`src/rtl/syscall_console.sv`:
```
// ---------------------------------------------------------------------------------------------
// syscall_console
//
// Host-side service endpoint for the single-cycle MIPS core's syscall convention. Accepts a
// request (v0 = service number, a0 = argument) and performs one of:
//   - print-integer : a0 as signed decimal ASCII, leading zeros suppressed, '-' first if negative
//   - print-char    : a0[7:0] as one byte
//   - exit          : latch a0 into o_exit_code, raise o_halted and stop for good
// Output bytes leave over a valid/ready byte channel. o_busy stalls the core while a print runs.
//
// Optional feature macro: SYSCALL_NEWLINE_EN
//   defined   -> every print-integer ends with 0x0A (state StNl)
//   undefined -> no newline, StNl not built
//
// Ports:
//   i_clock          clock, rising edge
//   i_reset_n        asynchronous active-low reset
//   i_syscall_valid  core executes syscall this cycle
//   i_v0 [31:0]      service number
//   i_a0 [31:0]      argument (signed)
//   o_busy           service in progress
//   o_tx_data [7:0]  output byte
//   o_tx_valid       o_tx_data valid
//   i_tx_ready       sink accepts byte
//   o_halted         exit executed (sticky)
//   o_exit_code      a0 latched at exit
//   o_unsupported    unknown service number seen (sticky)
// ---------------------------------------------------------------------------------------------
module syscall_console #(
    parameter int unsigned SVC_PRINT_INT  = 1,
    parameter int unsigned SVC_EXIT       = 10,
    parameter int unsigned SVC_PRINT_CHAR = 11
) (
    input  logic        i_clock,
    input  logic        i_reset_n,
    input  logic        i_syscall_valid,
    input  logic [31:0] i_v0,
    input  logic [31:0] i_a0,
    output logic        o_busy,
    output logic [7:0]  o_tx_data,
    output logic        o_tx_valid,
    input  logic        i_tx_ready,
    output logic        o_halted,
    output logic [31:0] o_exit_code,
    output logic        o_unsupported
);

    localparam logic [31:0] LP_INT  = 32'(SVC_PRINT_INT);
    localparam logic [31:0] LP_EXIT = 32'(SVC_EXIT);
    localparam logic [31:0] LP_CHAR = 32'(SVC_PRINT_CHAR);

    // Index of the last power (10^0); also used by print-char so EMIT sees "no powers left".
    localparam logic [3:0] LP_LAST_IDX = 4'd9;

    typedef enum logic [2:0] {
        StIdle = 3'd0,
        StSign = 3'd1,
        StConv = 3'd2,
        StEmit = 3'd3,
        StHalt = 3'd4
`ifdef SYSCALL_NEWLINE_EN
        ,
        StNl   = 3'd5
`endif
    } state_e;

    state_e      r_state, w_state_d;
    logic [31:0] r_rem, w_rem_d;          // magnitude still to be printed
    logic [3:0]  r_idx, w_idx_d;          // 0 -> 10^9 ... 9 -> 10^0
    logic [3:0]  r_digit, w_digit_d;      // subtractions done for the current power
    logic        r_started, w_started_d;  // a nonzero digit has been emitted
    logic [7:0]  r_tx_data, w_tx_data_d;
    logic        r_halted, w_halted_d;
    logic [31:0] r_exit_code, w_exit_code_d;
    logic        r_unsupported, w_unsupported_d;
`ifdef SYSCALL_NEWLINE_EN
    logic        r_is_int, w_is_int_d;    // newline only follows print-integer
`endif

    logic        w_accept;
    logic        w_xfer;
    logic [31:0] w_pow;
    logic [31:0] w_mag;

    function automatic logic [31:0] pow10(input logic [3:0] idx);
        case (idx)
            4'd0:    pow10 = 32'd1000000000;
            4'd1:    pow10 = 32'd100000000;
            4'd2:    pow10 = 32'd10000000;
            4'd3:    pow10 = 32'd1000000;
            4'd4:    pow10 = 32'd100000;
            4'd5:    pow10 = 32'd10000;
            4'd6:    pow10 = 32'd1000;
            4'd7:    pow10 = 32'd100;
            4'd8:    pow10 = 32'd10;
            default: pow10 = 32'd1;
        endcase
    endfunction

    // Outputs decode straight from the state so an asynchronous reset drops them at once.
    assign o_busy        = (r_state != StIdle) && (r_state != StHalt);
`ifdef SYSCALL_NEWLINE_EN
    assign o_tx_valid    = (r_state == StSign) || (r_state == StEmit) || (r_state == StNl);
`else
    assign o_tx_valid    = (r_state == StSign) || (r_state == StEmit);
`endif
    assign o_tx_data     = r_tx_data;
    assign o_halted      = r_halted;
    assign o_exit_code   = r_exit_code;
    assign o_unsupported = r_unsupported;

    assign w_accept = i_syscall_valid && !o_busy && !r_halted;
    assign w_xfer   = o_tx_valid && i_tx_ready;
    assign w_pow    = pow10(r_idx);
    // Two's-complement negate of -2^31 gives 0x80000000, which is the correct unsigned magnitude.
    assign w_mag    = i_a0[31] ? (~i_a0 + 32'd1) : i_a0;

    always_comb begin
        w_state_d       = r_state;
        w_rem_d         = r_rem;
        w_idx_d         = r_idx;
        w_digit_d       = r_digit;
        w_started_d     = r_started;
        w_tx_data_d     = r_tx_data;
        w_halted_d      = r_halted;
        w_exit_code_d   = r_exit_code;
        w_unsupported_d = r_unsupported;
`ifdef SYSCALL_NEWLINE_EN
        w_is_int_d      = r_is_int;
`endif

        case (r_state)
            StIdle: begin
                if (w_accept) begin
                    if (i_v0 == LP_CHAR) begin
                        w_tx_data_d = i_a0[7:0];
                        w_idx_d     = LP_LAST_IDX;
                        w_state_d   = StEmit;
`ifdef SYSCALL_NEWLINE_EN
                        w_is_int_d  = 1'b0;
`endif
                    end else if (i_v0 == LP_INT) begin
                        w_rem_d     = w_mag;
                        w_idx_d     = 4'd0;
                        w_digit_d   = 4'd0;
                        w_started_d = 1'b0;
`ifdef SYSCALL_NEWLINE_EN
                        w_is_int_d  = 1'b1;
`endif
                        if (i_a0[31]) begin
                            w_tx_data_d = 8'h2D;
                            w_state_d   = StSign;
                        end else begin
                            w_state_d   = StConv;
                        end
                    end else if (i_v0 == LP_EXIT) begin
                        w_halted_d    = 1'b1;
                        w_exit_code_d = i_a0;
                        w_state_d     = StHalt;
                    end else begin
                        w_unsupported_d = 1'b1;
                    end
                end
            end

            StSign: begin
                if (w_xfer) begin
                    w_state_d = StConv;
                end
            end

            // One subtraction per cycle; the first cycle with remainder < power decides the digit.
            StConv: begin
                if (r_rem >= w_pow) begin
                    w_rem_d   = r_rem - w_pow;
                    w_digit_d = r_digit + 4'd1;
                end else if ((r_digit != 4'd0) || r_started || (r_idx == LP_LAST_IDX)) begin
                    w_tx_data_d = 8'h30 + {4'h0, r_digit};
                    w_started_d = 1'b1;
                    w_state_d   = StEmit;
                end else begin
                    w_idx_d   = r_idx + 4'd1;
                    w_digit_d = 4'd0;
                end
            end

            StEmit: begin
                if (w_xfer) begin
                    if (r_idx != LP_LAST_IDX) begin
                        w_idx_d   = r_idx + 4'd1;
                        w_digit_d = 4'd0;
                        w_state_d = StConv;
                    end else begin
`ifdef SYSCALL_NEWLINE_EN
                        if (r_is_int) begin
                            w_tx_data_d = 8'h0A;
                            w_state_d   = StNl;
                        end else begin
                            w_state_d   = StIdle;
                        end
`else
                        w_state_d = StIdle;
`endif
                    end
                end
            end

`ifdef SYSCALL_NEWLINE_EN
            StNl: begin
                if (w_xfer) begin
                    w_state_d = StIdle;
                end
            end
`endif

            StHalt: begin
                w_state_d = StHalt;
            end

            default: begin
                w_state_d = StIdle;
            end
        endcase
    end

    always_ff @(posedge i_clock or negedge i_reset_n) begin
        if (!i_reset_n) begin
            r_state       <= StIdle;
            r_rem         <= 32'd0;
            r_idx         <= 4'd0;
            r_digit       <= 4'd0;
            r_started     <= 1'b0;
            r_tx_data     <= 8'h00;
            r_halted      <= 1'b0;
            r_exit_code   <= 32'd0;
            r_unsupported <= 1'b0;
`ifdef SYSCALL_NEWLINE_EN
            r_is_int      <= 1'b0;
`endif
        end else begin
            r_state       <= w_state_d;
            r_rem         <= w_rem_d;
            r_idx         <= w_idx_d;
            r_digit       <= w_digit_d;
            r_started     <= w_started_d;
            r_tx_data     <= w_tx_data_d;
            r_halted      <= w_halted_d;
            r_exit_code   <= w_exit_code_d;
            r_unsupported <= w_unsupported_d;
`ifdef SYSCALL_NEWLINE_EN
            r_is_int      <= w_is_int_d;
`endif
        end
    end

endmodule

```
`config.mk`:
```
export PLATFORM = sky130hd
export DESIGN_NAME = syscall_console
export DESIGN_NICKNAME = d
export VERILOG_FILES = /design/src/rtl/syscall_console.sv
export SDC_FILE = /design/constraint.sdc
export NUM_CORES = 1
export LEC_CHECK = 0
export BUFFER_PORTS_ARGS = -buffer_cell sky130_fd_sc_hd__buf_4
export CAP_MARGIN = 40
export CORE_MARGIN = 2
export CORE_UTILIZATION = 49
export DETAILED_ROUTE_END_ITERATION = 6
export PLACE_DENSITY = 0.71
export SYNTH_ARGS = -nofsm -noshare
export SYNTH_HDL_FRONTEND = slang
export SYNTH_SLANG_ARGS = --single-unit
export TNS_END_PERCENT = 5
```
`constraint.sdc`:
```
create_clock -name i_clock -period 4.6 [get_ports i_clock]
set_input_delay 0.23 -clock i_clock [delete_from_list [all_inputs] [get_ports i_clock]]
set_output_delay 0.23 -clock i_clock [all_outputs]
set_load 0.005 [all_outputs]
```
==> impl_metrics.toml <==
[critical_path]
critPathSlowestCell = "a2111o_1"
path_cells = "inv_1 > ha_1 > or3_1 > ha_1 > a21o_1 > o21bai_4 > a2111oi_4 > o21ai_0 > o221ai_2 > nand3b_1 > a2111o_1 > mux2_4"
cp.arrival_ns = 4.41
worst_path_most_repeated_cell = "ha_1"
worstPathRequired_ns = 4.84
criticalPathCategory = "reg2reg"
cp_max_fo = 9
end_kind = "register"
critPathLaunchType = "register"
max_stage_delay_ns = 0.62

[yosys]
synth.avg_cell_area_um2 = 8.77
syn_area_um2 = 6830
yosys-top-cells-count = "dfrtp_1, nand2_1, nor2_1"
syn-num-nets = 889
synth_top_area_share = 0.315
yosys_most_used_dff = "dfrtp_1"
synthArstFlopShare = 1.00
yosysUniqueCellTypes = 80
synth_most_common_cell = "dfrtp_1"
synth-edff-count = 0
yosys_warnings = 0
yosysTopAreaCell = "dfrtp_1"
seq_area_frac_synth = 0.315
ys_ff_latch = 86
netlist_top_cells_area = "dfrtp_1, mux2_2, ha_1, nand2_1, a21oi_1"
synth_cells = 779

[global_route]
grt-ovfl-total = 0
grt_pass1_vias = 6111
antenna_found_initial = 0
grt_pass1_wl_um = 31700
grt_max_degree = 47
grt_usage = 0.274

[power_and_ir_drop]
peakVddDrop_v = 0.000182
power.density_nw_per_um2 = 377
power_leakage_nw = 3.68

[die]
die_h_um = 122
coreArea_um2 = 13800
placementRows = 43
num_io_pins = 112
die_area_um2 = 14900
start_util = 0.496
die_w_um = 122

[timing]
rsz0062_at_grt = "no"
skew_ns = 0.00753
setup_ws_ns = 0.433
setup_viol = 0
hold_ws_ns = 0.138
hold_viol_final = 0
slew_violations = 0
fmax_ghz = 0.240
relSlewSlack = 0.353
min_period_ns = 4.17
finalCritPeriodShare = 0.906
tightest_slew_ns = 0.971
tns_ns = 0

[final_layout]
area_growth_pct = 18.7
nNetsFinal = 978
num-fill-cells = 1278
fin_cells = 1053
drive_above_1_share = 0.238
n_antenna_cell = 0

[clocking]
cts.sinks = 86
post_cts_buffers = 0
clk_pin_slew_ns = 0.07
cts.htree.levels = 3
clk_latency_ns = 0.35
cts-root-buf = "clkbuf_16"
cts_tree = "done"
cts_buffers = 9
cts_buffer_depth = 2

[place]
numPortBuffers = 111
place_inst = 1036
place_worst_setup_slack_ns = 0.453
gp_congestion = 0.960
place.detailed.hpwl_um = 15200

[run]
cap_violations = 0

[hold_path]
hold_class = "in2reg"

[routing]
firstDrtPassIters = 5
drc = 0
viasPerCell = 6.07
vias = 6394
drt_iter0_drc = 533
routed_wl_um = 19800
wire_per_inst_um = 18.8
drtAntennaViolNets = 0

[run_status]
outcome = "finished, final reports clean"
[state kept, by name, summed over array words and instances (netlist names)]
register	cells
r_started	1
r_idx	4
o_tx_data	8
r_state	3
r_rem	32
o_unsupported	1
o_exit_code	32
o_halted	1
r_digit	4
[worst max-delay path: cells and delay by family, from the launching register on]
kind	cells	cell delay [ns]
compound gates	6	1.87
fa+ha+maj	2	0.66
buf+inv	1	0.15
flops	1	0.49
mux	1	0.36
simple gates	2	0.53
[per-stage QoR]
step	power, mW	util	instance area [um^2]
after floorplan	1.84	-	6830
after global placement	2.17	0.563	7750
after detailed placement	2.19	0.564	7760
after CTS	3.04	0.589	8110
after global routing	3.25	0.589	8110
final	3.06	0.589	8110
[worst paths after layout]
| kind | start | to | slack (ns) | cells after the start |
|---|---|---|---|---|
| min reg2reg | o_unsupported$_DFFE_PN0P_ | o_unsupported$_DFFE_PN0P_ | 0.49 | 1 |
| max in group asynchronous | i_reset_n | r_rem[12]$_DFFE_PN0P_ | 3.17 | 3 |
| min in group asynchronous | i_reset_n | o_exit_code[20]$_DFFE_PN0P_ | 0.38 | 2 |
| min | i_a0[16] | o_exit_code[16]$_DFFE_PN0P_ | 0.14 | 2 |
| max | r_idx[1]$_DFFE_PN0P_ | o_tx_data[1]$_DFFE_PN0P_ | 0.43 | 12 |
| max reg2reg | r_idx[1]$_DFFE_PN0P_ | o_tx_data[1]$_DFFE_PN0P_ | 0.43 | 12 |
[cell type report]
class,count,area [um^2],share of cell area
repair buffers,118,896,0.110
well taps,180,225,0.0278
flip-flops and latches,86,2150,0.265
clock buffers,9,225,0.0278
clock inverters,7,113,0.0139
inverters,31,116,0.0143
multi-input cells,622,4390,0.541
[placed cells by master (no fill, tap or decap), types with 5 or more instances in the layout]
master / instances
nor2b_1: 6
or2_2: 5
mux2i_1: 11
nand3b_1: 5
nand4_1: 5
dfrtp_1: 86
clkbuf_16: 9
ha_1: 41
o22ai_1: 7
a211oi_1: 8
nand2_1: 81
nor3_1: 20
o31ai_1: 14
o41ai_1: 8
nor2_1: 53
a31oi_1: 11
a21o_1: 10
o211ai_1: 5
or3_1: 15
o21a_1: 6
nand2b_1: 11
xnor2_1: 28
a21oi_1: 53
mux2_2: 53
o21ai_0: 38
inv_1: 31
buf_4: 116
nand3_1: 26
xor2_1: 16
nor4_1: 11
[routing by layer]
| metal | GRT usage | up-vias | wire, um |
|---|---|---|---|
| met5 | 0 | - | 0 |
| met4 | 0.0654 | 0 | 285 |
| met3 | 0.0454 | 19 | 1320 |
| met2 | 0.434 | 254 | 9200 |
| met1 | 0.392 | 3085 | 9030 |
| li1 | - | 3036 | - |
[power by group]
part,internal [mW],switching (mW)
clock,0.489,0.354
sequential,0.780,0.0523
combinational,0.543,0.838
[cell families (layout without fill, tap and decap cells)]
logic type,Yosys count,after routing,synth area share
mux,66,66,0.107
buf+inv,71,165,0.0438
simple gates,263,263,0.189
xor+xnor,44,44,0.0564
flops,86,86,0.315
compound gates,207,207,0.211
fa+ha+maj,42,42,0.0780
[repair_timing]
action,CTS,global route
gates resized for setup,0,0
hold buffers,1,0
endpoints found under the hold margin,40,0
Power figures use the tool's default switching activity.
